$ cat src/rtl/ahbl_apb_pkg.sv
// Shared encodings for the AHB-Lite to APB bridge: HTRANS, HRESP and the bridge FSM states.
package ahbl_apb_pkg;

    localparam logic [1:0] HTRANS_IDLE   = 2'b00;
    localparam logic [1:0] HTRANS_BUSY   = 2'b01;
    localparam logic [1:0] HTRANS_NONSEQ = 2'b10;
    localparam logic [1:0] HTRANS_SEQ    = 2'b11;

    localparam logic HRESP_OKAY  = 1'b0;
    localparam logic HRESP_ERROR = 1'b1;

    localparam logic [2:0] BRIDGE_IDLE   = 3'd0;
    localparam logic [2:0] BRIDGE_WDATA  = 3'd1;
    localparam logic [2:0] BRIDGE_SETUP  = 3'd2;
    localparam logic [2:0] BRIDGE_ACCESS = 3'd3;
    localparam logic [2:0] BRIDGE_DONE   = 3'd4;
    localparam logic [2:0] BRIDGE_ERR1   = 3'd5;
    localparam logic [2:0] BRIDGE_ERR2   = 3'd6;

    typedef enum logic [2:0] {
        StIdle   = BRIDGE_IDLE,
        StWdata  = BRIDGE_WDATA,
        StSetup  = BRIDGE_SETUP,
        StAccess = BRIDGE_ACCESS,
        StDone   = BRIDGE_DONE,
        StErr1   = BRIDGE_ERR1,
        StErr2   = BRIDGE_ERR2
    } bridge_state_e;

endpackage

$ cat src/rtl/ahbl_to_apb_bridge_if.sv
// Bus bundles for the bridge: an AHB-Lite slave-side bundle and an APB bundle with hart ID sideband.
interface ahbl_if #(
    parameter int unsigned W_HADDR = 32,
    parameter int unsigned W_DATA  = 32
);
    logic               hready;
    logic               hready_resp;
    logic               hresp;
    logic [W_HADDR-1:0] haddr;
    logic               hwrite;
    logic [1:0]         htrans;
    logic [2:0]         hsize;
    logic [W_DATA-1:0]  hwdata;
    logic [W_DATA-1:0]  hrdata;
    logic [W_DATA-1:0]  hhartid;

    modport master (
        output hready, haddr, hwrite, htrans, hsize, hwdata, hhartid,
        input  hready_resp, hresp, hrdata
    );

    modport slave (
        input  hready, haddr, hwrite, htrans, hsize, hwdata, hhartid,
        output hready_resp, hresp, hrdata
    );
endinterface

interface apb_if #(
    parameter int unsigned W_PADDR = 16,
    parameter int unsigned W_DATA  = 32
);
    logic [W_PADDR-1:0] paddr;
    logic               psel;
    logic               penable;
    logic               pwrite;
    logic [W_DATA-1:0]  pwdata;
    logic [W_DATA-1:0]  phartid;
    logic               pready;
    logic [W_DATA-1:0]  prdata;
    logic               pslverr;

    modport master (
        output paddr, psel, penable, pwrite, pwdata, phartid,
        input  pready, prdata, pslverr
    );

    modport slave (
        input  paddr, psel, penable, pwrite, pwdata, phartid,
        output pready, prdata, pslverr
    );
endinterface

$ cat src/rtl/ahbl_to_apb_bridge.sv
// AHB-Lite slave to APB master bridge: one transfer at a time, registered response,
// pslverr or an optional ACCESS timeout mapped to a two-cycle AHB ERROR.
module ahbl_to_apb_bridge
    import ahbl_apb_pkg::*;
#(
    parameter int unsigned W_HADDR        = 32,
    parameter int unsigned W_PADDR        = 16,
    parameter int unsigned W_DATA         = 32,
    parameter int unsigned TIMEOUT_CYCLES = 0
) (
    input  logic  clk,
    input  logic  rst,
    ahbl_if.slave ahbls,
    apb_if.master apbm
);

    localparam int unsigned W_CNT = (TIMEOUT_CYCLES > 0) ? $clog2(TIMEOUT_CYCLES + 1) : 1;
    localparam logic [W_CNT-1:0] CNT_LAST = W_CNT'(TIMEOUT_CYCLES - 1);

    bridge_state_e      state_q;
    logic [W_PADDR-1:0] paddr_q;
    logic               psel_q;
    logic               penable_q;
    logic               pwrite_q;
    logic [W_DATA-1:0]  pwdata_q;
    logic [W_DATA-1:0]  phartid_q;
    logic               hready_resp_q;
    logic               hresp_q;
    logic [W_DATA-1:0]  hrdata_q;
    logic [W_CNT-1:0]   cnt_q;

    logic accept;
    logic timeout;
    logic unused_ahb;

    assign accept = ahbls.hready && ahbls.htrans[1];

    // Fires on the ACCESS cycle whose pready=0 would bring the count up to TIMEOUT_CYCLES.
    assign timeout = (TIMEOUT_CYCLES != 0) && (cnt_q == CNT_LAST);

    // Word-only slave: hsize and the address bits above the APB window are not used.
    assign unused_ahb = ^{ahbls.hsize, ahbls.haddr[W_HADDR-1:W_PADDR]};

    always_ff @(posedge clk) begin
        if (rst) begin
            state_q       <= StIdle;
            paddr_q       <= '0;
            psel_q        <= 1'b0;
            penable_q     <= 1'b0;
            pwrite_q      <= 1'b0;
            pwdata_q      <= '0;
            phartid_q     <= '0;
            hready_resp_q <= 1'b1;
            hresp_q       <= HRESP_OKAY;
            hrdata_q      <= '0;
            cnt_q         <= '0;
        end else begin
            unique case (state_q)
                StIdle, StDone, StErr2: begin
                    hresp_q <= HRESP_OKAY;
                    if (accept) begin
                        paddr_q       <= ahbls.haddr[W_PADDR-1:0];
                        pwrite_q      <= ahbls.hwrite;
                        phartid_q     <= ahbls.hhartid;
                        hready_resp_q <= 1'b0;
                        if (ahbls.hwrite) begin
                            state_q <= StWdata;
                        end else begin
                            state_q <= StSetup;
                            psel_q  <= 1'b1;
                        end
                    end else begin
                        hready_resp_q <= 1'b1;
                        state_q       <= StIdle;
                    end
                end
                StWdata: begin
                    pwdata_q <= ahbls.hwdata;
                    psel_q   <= 1'b1;
                    state_q  <= StSetup;
                end
                StSetup: begin
                    penable_q <= 1'b1;
                    cnt_q     <= '0;
                    state_q   <= StAccess;
                end
                StAccess: begin
                    if (apbm.pready || timeout) begin
                        psel_q    <= 1'b0;
                        penable_q <= 1'b0;
                        if (apbm.pready && !apbm.pslverr) begin
                            hready_resp_q <= 1'b1;
                            state_q       <= StDone;
                            if (!pwrite_q) begin
                                hrdata_q <= apbm.prdata;
                            end
                        end else begin
                            hresp_q <= HRESP_ERROR;
                            state_q <= StErr1;
                        end
                    end else begin
                        cnt_q <= cnt_q + W_CNT'(1);
                    end
                end
                StErr1: begin
                    hready_resp_q <= 1'b1;
                    state_q       <= StErr2;
                end
                default: begin
                    state_q <= StIdle;
                end
            endcase
        end
    end

    assign ahbls.hready_resp = hready_resp_q;
    assign ahbls.hresp       = hresp_q;
    assign ahbls.hrdata      = hrdata_q;

    assign apbm.paddr   = paddr_q;
    assign apbm.psel    = psel_q;
    assign apbm.penable = penable_q;
    assign apbm.pwrite  = pwrite_q;
    assign apbm.pwdata  = pwdata_q;
    assign apbm.phartid = phartid_q;

endmodule
$ cat src/flat_wrapper.sv
// flat-port wrapper written by rule: the top's interface ports become plain ports
module ahbl_to_apb_bridge_flat import ahbl_apb_pkg::*;
#(
    parameter int unsigned W_HADDR        = 32,
    parameter int unsigned W_PADDR        = 16,
    parameter int unsigned W_DATA         = 32,
    parameter int unsigned TIMEOUT_CYCLES = 0
)
  (clk, rst, ahbls_hready, ahbls_haddr, ahbls_hwrite, ahbls_htrans, ahbls_hsize, ahbls_hwdata, ahbls_hhartid, ahbls_hready_resp, ahbls_hresp, ahbls_hrdata, apbm_paddr, apbm_psel, apbm_penable, apbm_pwrite, apbm_pwdata, apbm_phartid, apbm_pready, apbm_prdata, apbm_pslverr);
  ahbl_if #(.W_HADDR(W_HADDR), .W_DATA(W_DATA)) ahbls_i ();
  apb_if #(.W_PADDR(W_PADDR), .W_DATA(W_DATA)) apbm_i ();
  input  logic clk;
  input  logic rst;
  input wire logic [$bits(ahbls_i.hready)-1:0] ahbls_hready;
  input wire logic [$bits(ahbls_i.haddr)-1:0] ahbls_haddr;
  input wire logic [$bits(ahbls_i.hwrite)-1:0] ahbls_hwrite;
  input wire logic [$bits(ahbls_i.htrans)-1:0] ahbls_htrans;
  input wire logic [$bits(ahbls_i.hsize)-1:0] ahbls_hsize;
  input wire logic [$bits(ahbls_i.hwdata)-1:0] ahbls_hwdata;
  input wire logic [$bits(ahbls_i.hhartid)-1:0] ahbls_hhartid;
  output wire logic [$bits(ahbls_i.hready_resp)-1:0] ahbls_hready_resp;
  output wire logic [$bits(ahbls_i.hresp)-1:0] ahbls_hresp;
  output wire logic [$bits(ahbls_i.hrdata)-1:0] ahbls_hrdata;
  output wire logic [$bits(apbm_i.paddr)-1:0] apbm_paddr;
  output wire logic [$bits(apbm_i.psel)-1:0] apbm_psel;
  output wire logic [$bits(apbm_i.penable)-1:0] apbm_penable;
  output wire logic [$bits(apbm_i.pwrite)-1:0] apbm_pwrite;
  output wire logic [$bits(apbm_i.pwdata)-1:0] apbm_pwdata;
  output wire logic [$bits(apbm_i.phartid)-1:0] apbm_phartid;
  input wire logic [$bits(apbm_i.pready)-1:0] apbm_pready;
  input wire logic [$bits(apbm_i.prdata)-1:0] apbm_prdata;
  input wire logic [$bits(apbm_i.pslverr)-1:0] apbm_pslverr;
  assign ahbls_i.hready = ahbls_hready;
  assign ahbls_i.haddr = ahbls_haddr;
  assign ahbls_i.hwrite = ahbls_hwrite;
  assign ahbls_i.htrans = ahbls_htrans;
  assign ahbls_i.hsize = ahbls_hsize;
  assign ahbls_i.hwdata = ahbls_hwdata;
  assign ahbls_i.hhartid = ahbls_hhartid;
  assign ahbls_hready_resp = ahbls_i.hready_resp;
  assign ahbls_hresp = ahbls_i.hresp;
  assign ahbls_hrdata = ahbls_i.hrdata;
  assign apbm_paddr = apbm_i.paddr;
  assign apbm_psel = apbm_i.psel;
  assign apbm_penable = apbm_i.penable;
  assign apbm_pwrite = apbm_i.pwrite;
  assign apbm_pwdata = apbm_i.pwdata;
  assign apbm_phartid = apbm_i.phartid;
  assign apbm_i.pready = apbm_pready;
  assign apbm_i.prdata = apbm_prdata;
  assign apbm_i.pslverr = apbm_pslverr;
  ahbl_to_apb_bridge #(.W_HADDR(W_HADDR), .W_PADDR(W_PADDR), .W_DATA(W_DATA), .TIMEOUT_CYCLES(TIMEOUT_CYCLES)) u_core (.clk(clk), .rst(rst), .ahbls(ahbls_i), .apbm(apbm_i));
endmodule
$ cat config.mk
export PLATFORM = sky130hd
export DESIGN_NAME = ahbl_to_apb_bridge_flat
export DESIGN_NICKNAME = d
export VERILOG_FILES = /design/src/rtl/ahbl_apb_pkg.sv /design/src/rtl/ahbl_to_apb_bridge_if.sv /design/src/rtl/ahbl_to_apb_bridge.sv /design/src/flat_wrapper.sv
export SDC_FILE = /design/constraint.sdc
export NUM_CORES = 1
export LEC_CHECK = 0
export ABC_CLOCK_PERIOD_IN_PS = 1600
export BUFFER_PORTS_ARGS = -buffer_cell sky130_fd_sc_hd__buf_4
export CORE_ASPECT_RATIO = 1.75
export CORE_UTILIZATION = 35
export CTS_BUF_LIST = sky130_fd_sc_hd__clkbuf_4
export CTS_CLUSTER_DIAMETER = 80
export DETAILED_ROUTE_END_ITERATION = 16
export PLACE_DENSITY = 0.62
export SLEW_MARGIN = 20
export SYNTH_ARGS = -nofsm -noshare
export SYNTH_HDL_FRONTEND = slang
export SYNTH_SLANG_ARGS = --single-unit
$ cat constraint.sdc
create_clock -name clk -period 1.6 [get_ports clk]
set_input_delay 0.16 -clock clk [delete_from_list [all_inputs] [get_ports clk]]
set_output_delay 0.16 -clock clk [all_outputs]
set_load 0.02 [all_outputs]
==> results_dict.tcl <==
set metrics [dict create \
    run_status "complete, no violations" \
    htreeDepth 4 \
    drive_gt1_share_pct 33.0 \
    die_x_um 90.0 \
    io_pins 256 \
    cp.required_ps 2040 \
    synthArstFlopShare_pct 0 \
    final_util_pct 62.8 \
    synth.cell_area_mm2 0.00474 \
    die_h_um 156 \
    crit_type "reg -> reg" \
    fin_crit_sh_pct 91.2 \
    synth.avg_cell_area_um2 8.58 \
    finalNonFillerCells 1065 \
    die_area_mm2 0.0140 \
    clk_latency_ps 500 \
    ys_types 29 \
    synthFlopType "dfxtp_1" \
    ant_nets 0 \
    vdd_ir_drop_max_mv 0.519 \
    setup_viol 0 \
    final_area_mm2 0.00821 \
    ys_ff_latch 120 \
    area_growth_pct 73.2 \
    synthesis.instances 553 \
    cp-end-kind "flop" \
    crit_arrival_ps 1890 \
    place_congestion 0.716 \
    wl_per_cell_um 15.6 \
    synth_area_leader_cell "dfxtp_1" \
    ys_top_cells_by_area "dfxtp_1 51%, nand2_1 10%, a21oi_1 8.8%, o31ai_1 7.6%, mux2i_1 6.8%" \
    finalNetCount 1019 \
    dp.cells 913 \
    groute.usage.overall_pct 23.0 \
    crit_chain "nand2b_2 > buf_4 > nand4_1 > a21oi_1" \
    cts_buffers 17 \
    crit_fanout 27 \
    r2r_slack_ps 140 \
    drtPass1Iterations 4 \
    core_area_mm2 0.0131 \
    cts.sinks 120 \
    finalSetupTns_ps 0 \
    static-leakage-power_nw 3.43 \
    worst_slew_pin_slew_ps 897 \
    post-dp-hpwl_um 10200 \
    syn-num-nets 692 \
    grt_max_degree 50 \
    max_freq_ghz 0.685 \
    postPlaceCellArea_mm2 0.00668 \
    maxSlewHeadroom_pct 40.2 \
    vias 5442 \
    power_density_mw_per_mm2 871 \
    synth_top_area_share_pct 50.7 \
    drc_errors 0 \
    grt_setup_unrepaired "no" \
    std_cell_rows 55 \
    routed_wl_um 16600 \
    place_ws_ps 115 \
    period_needed_ps 1460 \
    power_mw 7.16 \
    fin_ws_ps 141 \
    cp-start-kind "flop" \
    finalHoldViolations 0 \
    grt_pass1_wl_um 26200 \
    cts_buffer_depth 2 \
    cpMaxStageDelayCell "dfxtp_1" \
    timing.hold.ws_ps 207 \
    ys_seq_area_share_pct 50.7 \
    grt_pass1_vias 5609 \
    maxCapViolations 0 \
    critical_path.max_stage_delay_ps 510 \
    grt-ovfl-total 0 \
    fin_worst_skew_ps 20.5 \
    synth_edf_count 0 \
    io_buffers 235 \
    clock-root-buffer "clkbuf_4" \
    clk_pin_slew_ps 120 \
    vias_per_cell 5.11 \
    cts_tree "yes" \
    drt-initial-drc-count 236 \
    antenna_found_initial 1 \
    drv_slew 0 \
    worst_hold_path_type "in -> reg" \
    start_util_pct 36.3 \
    ys_warn_count 0 \
]
[repair_timing]
item,CTS,global route
hold buffers,116,0
hold endpoints to repair,117,0
setup endpoints to repair,0,1
resized for setup,0,3
setup buffers,0,1
[sequential cells by signal, summed over array words and instances, names as in the netlist, 3 cells and up]
name                 flops
u_core.ahbls.hrdata     32
u_core.apbm.paddr       16
u_core.apbm.phartid     32
u_core.apbm.pwdata      32
u_core.state_q           3
[Yosys cell counts (2+ instances only)]
master,count
a211oi_1,2
a21oi_1,83
buf_1,6
buf_2,5
buf_4,3
clkbuf_1,47
dfxtp_1,120
inv_2,2
mux2i_1,32
nand2_1,131
nand2b_1,3
nand4_1,50
nor2_1,2
nor2b_1,2
o21ai_1,4
o31ai_1,48
[worst max-delay path: cells and delay by family (launching register included)]
family | cells | cell delay (ps)
AND/OR/NAND/NOR | 2 | 390
flip-flops | 1 | 510
AO/OA/AOI/OAI | 1 | 180
buffers and inverters | 1 | 310
[layer usage]
| layer | part of all wire (%) | global-route usage [%] | routed length (um) | vias up |
|---|---|---|---|---|
| li1 | - | - | - | 2616 |
| met1 | 37 | 23.7 | 6200 | 2553 |
| met2 | 53 | 42.1 | 8850 | 221 |
| met3 | 5.5 | 5.90 | 911 | 52 |
| met4 | 3.7 | 13.2 | 619 | 0 |
| met5 | 0 | 0 | 0 | - |
[final timing paths]
path	from	to	depth (start not counted)
setup / recovery	u_core.state_q[2]	u_core.apbm.phartid[23]	4
hold / removal	ahbls_htrans[1]	u_core.apbm.phartid[17]	4
setup reg to reg	u_core.state_q[2]	u_core.apbm.phartid[23]	4
hold reg to reg	u_core.apbm.pwdata[2]	u_core.apbm.pwdata[2]	2
[layout by cell type (no fill, tap or decap), types with 4 or more instances in the layout]
master         synthesis  final
o31ai_1               48     48
buf_12                 0      5
o21ai_1                4      4
nand2_1              131    129
clkbuf_4               0     20
nand4_1               50     50
mux2i_1               32     32
bufinv_16              0      4
a21oi_1               83     83
buf_4                  3    245
dlygate4sd3_1          0    116
dfxtp_1              120    119
[layout make-up]
| class | instances | area [um2] |
|---|---|---|
| Fill cell | 1133 | 4860 |
| Timing Repair Buffer | 369 | 3150 |
| Sequential cell | 120 | 2400 |
| Multi-Input combinational cell | 369 | 2100 |
| Tap cell | 171 | 214 |
| Clock inverter | 12 | 176 |
| Clock buffer | 20 | 150 |
| Inverter | 3 | 11.3 |
| Antenna cell | 1 | 2.50 |
[power breakdown]
group	switching (mW)	leakage (nW)	internal [mW]
Combinational	0.761	2.29	0.725
Clock	1.17	0.173	1.29
Sequential	0.0837	0.974	3.12
Total	2.02	3.43	5.14
[kinds of logic after synthesis]
kind of cell	share of synthesized area (%)
buf+inv	5.44
mux	6.75
compound gates	17.9
flops	50.7
simple gates	19.2
Note: power is estimated with default switching activity, not from simulation.
